File: src/rtl/eth_tx_pkg.sv
// Shared Ethernet transmit constants, FSM state encoding and GMII output bundle.
package eth_tx_pkg;

  localparam logic [7:0]  PREAMBLE_BYTE = 8'h55;
  localparam logic [7:0]  SFD_BYTE      = 8'hD5;
  localparam logic [31:0] CRC_POLY      = 32'hEDB88320;
  localparam logic [31:0] CRC_INIT      = 32'hFFFFFFFF;
  localparam logic [31:0] CRC_RESIDUE   = 32'hDEBB20E3;

  // Depth of the input delay line: 7 preamble cycles + 1 SFD cycle.
  localparam int DLY_STAGES = 8;

  typedef enum logic [2:0] {
    IDLE,
    PREAMBLE,
    DATA,
    PAD,
    FCS,
    IFG
  } state_t;

  typedef struct packed {
    logic [7:0] txd;
    logic       en;
    logic       er;
  } gmii_tx_t;

endpackage

File: src/rtl/crc32_d8.sv
// Combinational byte-wide CRC-32 step (reflected polynomial, LSB first).
module crc32_d8
  import eth_tx_pkg::*;
(
  input  logic [31:0] crc_in,
  input  logic [7:0]  data,
  output logic [31:0] crc_out
);

  // Fold the byte into the low bits, then run eight serial shift/xor steps.
  always_comb begin
    logic [31:0] c;
    c = crc_in ^ {24'h0, data};
    for (int i = 0; i < 8; i++) begin
      c = c[0] ? ((c >> 1) ^ CRC_POLY) : (c >> 1);
    end
    crc_out = c;
  end

endmodule

File: src/rtl/gmii_tx_framer.sv
// GMII transmit framer: preamble/SFD, delayed data, zero pad, CRC-32 FCS, IFG.
module gmii_tx_framer
  import eth_tx_pkg::*;
#(
  parameter int PREAMBLE_LEN = 7,
  parameter int MIN_FRAME    = 60,
  parameter int MAX_FRAME    = 1514,
  parameter int IFG_BYTES    = 12
) (
  input  logic       CLK,
  input  logic       RST,
  input  logic [7:0] IN_DATA,
  input  logic       IN_DATA_VLD,
  output logic       TX_READY,
  output logic [7:0] GMII_TXD,
  output logic       GMII_TX_EN,
  output logic       GMII_TX_ER,
  output logic       FRAME_DONE,
  output logic       OVERRUN
);

  localparam logic [10:0] MIN_C = 11'(MIN_FRAME);
  localparam logic [10:0] MAX_C = 11'(MAX_FRAME);
  localparam logic [3:0]  PRE_C = 4'(PREAMBLE_LEN);
  localparam logic [7:0]  IFG_C = 8'(IFG_BYTES);

  state_t                        state;
  gmii_tx_t                      tx;
  logic                          vld_q;
  logic                          drop;
  logic [DLY_STAGES:1]           vld_pipe;
  logic [DLY_STAGES:1][7:0]      dat_pipe;
  logic                          tap_vld;
  logic [7:0]                    tap_dat;
  logic                          start;
  logic                          accept;
  logic                          reject;
  logic                          in_vld;
  logic [31:0]                   crc;
  logic [31:0]                   crc_nxt;
  logic [31:0]                   fcs_word;
  logic [7:0]                    crc_feed;
  logic [7:0]                    fcs_byte;
  logic [10:0]                   cnt;
  logic [10:0]                   cnt_inc;
  logic [3:0]                    pre_cnt;
  logic [1:0]                    fcs_idx;
  logic [7:0]                    ifg_cnt;

  assign tap_vld  = vld_pipe[DLY_STAGES];
  assign tap_dat  = dat_pipe[DLY_STAGES];
  assign start    = IN_DATA_VLD & ~vld_q;
  assign accept   = start & (state == IDLE);
  assign reject   = start & (state != IDLE);
  // A rejected frame never enters the delay line, from its first byte on.
  assign in_vld   = IN_DATA_VLD & ~drop & ~reject;

  // Pad cycles feed zeros; the register only advances on DATA/PAD bytes.
  assign crc_feed = (state == DATA && tap_vld) ? tap_dat : 8'h00;
  assign fcs_word = ~crc;
  assign fcs_byte = fcs_word[{fcs_idx, 3'b000} +: 8];
  assign cnt_inc  = (cnt == 11'h7FF) ? cnt : cnt + 11'd1;

  crc32_d8 u_crc (
    .crc_in  (crc),
    .data    (crc_feed),
    .crc_out (crc_nxt)
  );

  // Input edge detect, overrun drop window and the preamble-absorbing delay line.
  always_ff @(posedge CLK or negedge RST) begin
    if (!RST) begin
      vld_q    <= 1'b0;
      drop     <= 1'b0;
      vld_pipe <= '0;
      dat_pipe <= '0;
      OVERRUN  <= 1'b0;
    end else begin
      vld_q    <= IN_DATA_VLD;
      OVERRUN  <= reject;
      if (reject)            drop <= 1'b1;
      else if (!IN_DATA_VLD) drop <= 1'b0;
      vld_pipe <= {vld_pipe[DLY_STAGES-1:1], in_vld};
      dat_pipe <= {dat_pipe[DLY_STAGES-1:1], IN_DATA};
    end
  end

  // Framing FSM; every GMII output and status flag is registered here.
  always_ff @(posedge CLK or negedge RST) begin
    if (!RST) begin
      state      <= IDLE;
      tx         <= '0;
      TX_READY   <= 1'b1;
      FRAME_DONE <= 1'b0;
      crc        <= CRC_INIT;
      cnt        <= '0;
      pre_cnt    <= '0;
      fcs_idx    <= '0;
      ifg_cnt    <= '0;
    end else begin
      FRAME_DONE <= 1'b0;
      case (state)
        IDLE: begin
          tx <= '0;
          if (accept) begin
            // First preamble byte goes out on the accepting edge.
            state    <= PREAMBLE;
            tx       <= {PREAMBLE_BYTE, 1'b1, 1'b0};
            pre_cnt  <= 4'd1;
            crc      <= CRC_INIT;
            cnt      <= '0;
            fcs_idx  <= '0;
            TX_READY <= 1'b0;
          end
        end
        PREAMBLE: begin
          if (pre_cnt < PRE_C) begin
            tx      <= {PREAMBLE_BYTE, 1'b1, 1'b0};
            pre_cnt <= pre_cnt + 4'd1;
          end else begin
            tx    <= {SFD_BYTE, 1'b1, 1'b0};
            state <= DATA;
          end
        end
        DATA: begin
          if (tap_vld) begin
            // Oversize frames go out whole but flagged from byte MAX_FRAME+1.
            tx  <= {tap_dat, 1'b1, cnt >= MAX_C};
            crc <= crc_nxt;
            cnt <= cnt_inc;
          end else if (cnt < MIN_C) begin
            tx    <= {8'h00, 1'b1, 1'b0};
            crc   <= crc_nxt;
            cnt   <= cnt_inc;
            state <= PAD;
          end else begin
            tx      <= {fcs_word[7:0], 1'b1, cnt > MAX_C};
            fcs_idx <= 2'd1;
            state   <= FCS;
          end
        end
        PAD: begin
          if (cnt < MIN_C) begin
            tx  <= {8'h00, 1'b1, 1'b0};
            crc <= crc_nxt;
            cnt <= cnt_inc;
          end else begin
            tx      <= {fcs_word[7:0], 1'b1, 1'b0};
            fcs_idx <= 2'd1;
            state   <= FCS;
          end
        end
        FCS: begin
          tx      <= {fcs_byte, 1'b1, cnt > MAX_C};
          fcs_idx <= fcs_idx + 2'd1;
          if (fcs_idx == 2'd3) begin
            state   <= IFG;
            ifg_cnt <= '0;
          end
        end
        IFG: begin
          tx <= '0;
          if (ifg_cnt == IFG_C) begin
            state      <= IDLE;
            FRAME_DONE <= 1'b1;
            TX_READY   <= 1'b1;
          end else begin
            ifg_cnt <= ifg_cnt + 8'd1;
          end
        end
        default: begin
          state    <= IDLE;
          tx       <= '0;
          TX_READY <= 1'b1;
        end
      endcase
    end
  end

  assign GMII_TXD   = tx.txd;
  assign GMII_TX_EN = tx.en;
  assign GMII_TX_ER = tx.er;

endmodule

File: config.mk
export PLATFORM = sky130hd
export DESIGN_NAME = gmii_tx_framer
export DESIGN_NICKNAME = d
export VERILOG_FILES = /design/src/rtl/eth_tx_pkg.sv /design/src/rtl/crc32_d8.sv /design/src/rtl/gmii_tx_framer.sv
export SDC_FILE = /design/constraint.sdc
export NUM_CORES = 1
export LEC_CHECK = 0
export CORE_UTILIZATION = 61
export CTS_CLUSTER_DIAMETER = 50
export DETAILED_ROUTE_END_ITERATION = 10
export PLACE_DENSITY = 0.78
export SLEW_MARGIN = 10
export SYNTH_ARGS = -nofsm -noshare
export SYNTH_HDL_FRONTEND = slang
export SYNTH_SLANG_ARGS = --single-unit
File: constraint.sdc
create_clock -name CLK -period 3.05 [get_ports CLK]
set_input_delay 0.61 -clock CLK [delete_from_list [all_inputs] [get_ports CLK]]
set_output_delay 0.61 -clock CLK [all_outputs]
set_load 0.1 [all_outputs]
After elaboration in Yosys (flattened, before gate mapping). Cells that the tools add are included.

Add/sub/neg operators: 4. $mul: 0. Div/mod/pow operators: 0. Order comparisons: 4. Equal/unequal tests: 17. Shift operators: 1. Multiplexer cells: 49. Bitwise gates (word level): 19. Reduce and logical (&&, ||, !) cells: 14.

Operator list (count): 32-bit two-way mux (11); 13-bit NOT with 14-bit output (8); 32-bit case mux with 3 select lines (1); 10-bit case mux with 5 select lines (1); 11-bit two-way mux (4); 10-bit two-way mux (4); 11-bit case mux with 3 select lines (1); 32-bit NOT (1); 32-bit by 6-bit variable part select with 8-bit output (1); 32-bit by 8-bit bitwise XOR with 32-bit output (1); 8-bit two-way mux (3); 3-bit two-way mux (7); 3-bit case mux with 6 select lines (1); 2-bit inequality test, second input constant (8); 8-bit case mux with 2 select lines (1); 3-bit AND reduction (4); 11-bit by 1-bit adder with 11-bit output, second input constant (1); 11-bit equality test, second input constant (1); 11-bit >= comparator, second input constant (1); 11-bit greater-than comparator, second input constant (1); 11-bit by 6-bit less-than comparator with 1-bit output, second input constant (1); 9-bit two-way mux (1); 8-bit by 1-bit adder with 8-bit output, second input constant (1); 8-bit by 4-bit equality test with 1-bit output, second input constant (1); 24 further kinds (43).

Register bits after elaboration: 147. Latch bits: 0. Memory bits (writable): 0. Memory bits (read-only): 0. Bits of input ports: 11. Output and inout bits: 13. Logic and storage cells: 131. Memories kept: 0.

Depth between registers and ports, before layout.
Word-level depth: 23. Mapped depth: 8. Gate-level depth less buffers: 8.

Modules after synthesis. Synthesis repeated with hierarchy kept, for this count alone.

Cells, all modules: 498. Area, all modules: 6646.4 µm².

Modules (own cells, without submodules): gmii_tx_framer (instances 1, cells an instance 435, area an instance 5703.0 µm², seq. area each 3719.8 µm²); crc32_d8 (instances 1, cells an instance 63, area an instance 943.4 µm², seq. area each 0.0 µm²).

Worst setup path after synthesis. Ideal clock, no wire load.

Kind: input -> register. Start: input IN_DATA_VLD. End: register crc[24]. Arrival time: 2.055 ns. Slack: 0.922 ns. Stages on the path: 7. Buffers on the path: 2. Cells stage by stage: or3b_2 -> a21oi_2 -> and2_1 -> buf_2 -> buf_2 -> nor2_1 -> a21oi_1.

Cells in the longest elaborated chain, start to end: 4.

RTL lines: start: declaration (line gmii_tx_framer.sv:13) `input logic IN_DATA_VLD,`; 1-bit bitwise AND (line gmii_tx_framer.sv:52) `assign start = IN_DATA_VLD & ~vld_q;`; 1-bit bitwise AND (line gmii_tx_framer.sv:53) `assign accept = start & (state == IDLE);`; 2-bit inequality test (no line); 2-bit AND reduction (no line); end signal: assignment (line gmii_tx_framer.sv:129) `crc <= crc_nxt;`; end signal: assignment (line gmii_tx_framer.sv:133) `crc <= crc_nxt;`; end signal: assignment (line gmii_tx_framer.sv:145) `crc <= crc_nxt;`; end: declaration (line gmii_tx_framer.sv:39) `logic [31:0] crc;`.

Every way passes these cells. A chain may end at the register's enable or synchronous reset.

Worst setup path in the final report.
Start: register cnt[10]. End: register tx, in the netlist GMII_TXD[4].

Cells in the longest elaborated chain, start to end: 4.

RTL lines: start: declaration (line gmii_tx_framer.sv:44) `logic [10:0] cnt;`; start signal: assignment (line gmii_tx_framer.sv:130) `cnt <= cnt_inc;`; start signal: assignment (line gmii_tx_framer.sv:134) `cnt <= cnt_inc;`; start signal: assignment (line gmii_tx_framer.sv:146) `cnt <= cnt_inc;`; 11-bit by 6-bit less-than comparator with 1-bit output (*) (line gmii_tx_framer.sv:131, gmii_tx_framer.sv:143); 10-bit two-way mux (line gmii_tx_framer.sv:131) `end else if (cnt < MIN_C) begin`; 10-bit two-way mux (line gmii_tx_framer.sv:126) `if (tap_vld) begin`; 10-bit case mux with 5 select lines (*) (line gmii_tx_framer.sv:102) `case (state)`; end signal: assignment (line gmii_tx_framer.sv:128) `tx <= {tap_dat, 1'b1, cnt >= MAX_C};`; end signal: assignment (line gmii_tx_framer.sv:132) `tx <= {8'h00, 1'b1, 1'b0};`; end signal: assignment (line gmii_tx_framer.sv:144) `tx <= {8'h00, 1'b1, 1'b0};`; end: declaration (line gmii_tx_framer.sv:28) `gmii_tx_t tx;`.

Every way passes the cells marked *; elsewhere a longest branch is shown, timed or not.

==> results.ini <==
[clock_network]
htree_levels = 4
clock-root-buffer = clkbuf_8
numCtsBuffers = 17
hold_buffers = 0
cts.sinks = 147
cts_tree = yes
ctsResizeCount = 0
clk_pin_slew_worst_paths_ns = 0.07
clock_latency_ns = 0.54
post_cts_buffers = 0
clk_path_buf_depth = 2

[floorplan]
initial_core_util = 0.6262
io_pins = 24
num_rows = 37
die_w_um = 104.7
core_area_um2 = 10280
die-height_um = 104.7
dieArea_um2 = 10970

[run_status]
status = complete, no violations

[cells_and_area]
syn_to_final_growth_pct = 14.54
drive_gt1_frac = 0.1936
nFillCells = 719
insertedDiodeCount = 0
ff_latch_area_um2 = 3720
multi_input_area_um2 = 2595
design_area_um2 = 7372
nets = 597

[drt]
drc_errors = 0
wl_per_cell_um = 17.89
totalWireLength_mm = 13.06
first_iter_violations = 234
ant_nets = 0
drtPass1Iterations = 5
dr_total_vias = 4259
routed_via_density = 5.834

[placement]
port_buffers = 23
placed_area_um2 = 6837
place_hpwl_mm = 9.052
place.gp.congestion = 0.8969

[worst_setup_path]
startpoint_type = flop
critPathKind = reg -> reg
critical-path-top-delay-family = compound AO/OA/AOI/OAI gates
required_ns = 3.41
critPathMaxFanout = 9
critical_path_arrival_ns = 2.87
crit_buf_inv = 1
endpoint_kind = flop
slowest_delay_ns = 0.61
slowest_stage = or4_1
crit_path_cell_trace = or4_1, o311ai_1, buf_4, o31a_1, o2111ai_1

[logic_synthesis]
syn_area_um2 = 6436
yosys_warnings = 0
synth_top_cell_area_share = 0.4432
yosysTopAreaCell = dfrtp_1
synth_edf_count = 0
synthesis.instances = 547
ys_seq_elements = 147
ys_async_sr_fraction = 1.000
avgSynthCellArea_um2 = 11.77
synth.distinct_cells = 60
synth_fp_nets = 563
ys.flop_type = dfrtp_1
seq_area_frac_synth = 0.5780
synthTopCellsByArea = dfrtp_1 44%, dfstp_2 13%, xnor2_1 4.8%
synthTopCellsByCount = 114 x dfrtp_1, 53 x nor2_1, 46 x nand2_1
synth.most_common_cell = dfrtp_1

[power_and_ir_drop]
ir_drop_mv = 1.027
p_total_uw = 8493
pwr_density_cell_nw_per_um2 = 1152
leakage_uw = 0.003174

[global_routing]
grt_pass1_wl_mm = 21.48
grt_pass1_vias = 4244
grt_max_degree = 69
gr-total-overflow = 0
antenna_found_initial = 0
grt_use_total = 0.2631

[timing]
finalCriticalPeriod_ns = 2.515
setup_tns_ns = 0
fmax_mhz = 397.6
drv_slew = 0
rsz0062_at_grt = no
slew_headroom = 0.5536
fin_crit_sh = 0.8246
skew_ns = 0.007126
worstMarginPinSlew_ns = 0.6646
finalSetupViolCount = 0
hold_viol_final = 0

[job]
max_cap_viol_count = 0

[worst_hold_path]
hp-class = in -> async

per-stage QoR:
stage	cells	worst slack, ns	hold slack, ns	util
after floorplan	547	0.9218	0.3144	-
after global placement	698	0.5444	0.3322	0.6652
after detailed placement	698	0.4637	0.3355	0.6652
after CTS	730	0.5528	0.07541	0.7173
after global routing	730	0.4495	0.1111	0.7173
final	730	0.5349	0.06621	0.7173
worst paths after layout:
| check | end | slack (ns) | startpoint | depth (start not counted) |
|---|---|---|---|---|
| setup / recovery | GMII_TXD[4]$_DFF_PN0_ | 0.53 | cnt[10]$_DFFE_PN0P_ | 5 |
| hold reg to reg | vld_pipe[3]$_DFF_PN0_ | 0.35 | vld_pipe[2]$_DFF_PN0_ | 0 |
| min in group CLK | vld_pipe[3]$_DFF_PN0_ | 0.35 | vld_pipe[2]$_DFF_PN0_ | 0 |
| setup reg to reg | GMII_TXD[4]$_DFF_PN0_ | 0.53 | cnt[10]$_DFFE_PN0P_ | 5 |
| hold / removal | pre_cnt[2]$_DFFE_PN0P_ | 0.07 | RST | 1 |
| max in group asynchronous | crc[17]$_DFFE_PN1P_ | 2.29 | RST | 2 |
state kept, by name (all words and copies together), names as in the netlist, 4 cells and up:
signal / cells
dat_pipe: 56
ifg_cnt: 8
GMII_TXD: 8
tap_dat: 8
cnt: 11
crc: 32
vld_pipe: 8
pre_cnt: 4
logic make-up after synthesis:
logic type / share of synthesized area
flops: 0.5780
fa+ha+maj: 0.009720
mux: 0.01847
compound gates: 0.1151
buf+inv: 0.01983
simple gates: 0.1143
xor+xnor: 0.1446
per-layer routing:
layer	wire, um	vias up	share of wire	global-route usage
li1	-	1954	-	-
met1	5521	2124	0.42	0.3559
met2	6420	153	0.49	0.4092
met3	817	28	0.063	0.06238
met4	301	0	0.023	0.1167
met5	0	-	0	0
report_power, final:
group / total (uW) / leakage (uW) / internal (uW) / switching (uW)
clock: 1890 / 0.000261 / 1020 / 861
sequential: 2950 / 0.00174 / 2510 / 440
combinational: 3660 / 0.00117 / 1590 / 2070
total: 8490 / 0.00317 / 5120 / 3370
layout make-up:
class,count,area share
clock buffers,18,0.05669
clock inverters,14,0.01595
inverters,6,0.003055
multi-input cells,372,0.3520
flip-flops and latches,147,0.5046
well taps,136,0.02308
repair buffers,37,0.04464
layout by cell type (no fill, tap or decap), types with 4 or more instances in the layout:
| cell type | instances |
|---|---|
| inv_1 | 6 |
| a21oi_1 | 42 |
| o22ai_1 | 4 |
| dfstp_2 | 33 |
| and2_1 | 4 |
| nor2_1 | 53 |
| dfrtp_1 | 114 |
| xnor2_1 | 35 |
| xnor2_2 | 4 |
| a31oi_1 | 8 |
| inv_6 | 6 |
| buf_4 | 25 |
| a21o_1 | 5 |
| xor2_1 | 33 |
| clkdlybuf4s50_1 | 9 |
| nor2b_1 | 8 |
| and3_1 | 7 |
| mux2i_1 | 4 |
| o21ai_0 | 28 |
| ha_1 | 5 |
| nor3_1 | 6 |
| clkbuf_16 | 16 |
| nand4_1 | 6 |
| nand2_1 | 46 |
| o221ai_1 | 4 |
| xnor3_1 | 6 |
| nand3_1 | 4 |
| o22a_1 | 4 |
| o211ai_1 | 4 |
worst register-to-register path: stages (launching register included):
cell	delay, ns
dfrtp_1	0.43
or4_1	0.61
o311ai_1	0.50
buf_4	0.26
o31a_1	0.32
o2111ai_1	0.20
Power figures use the tool's default switching activity.
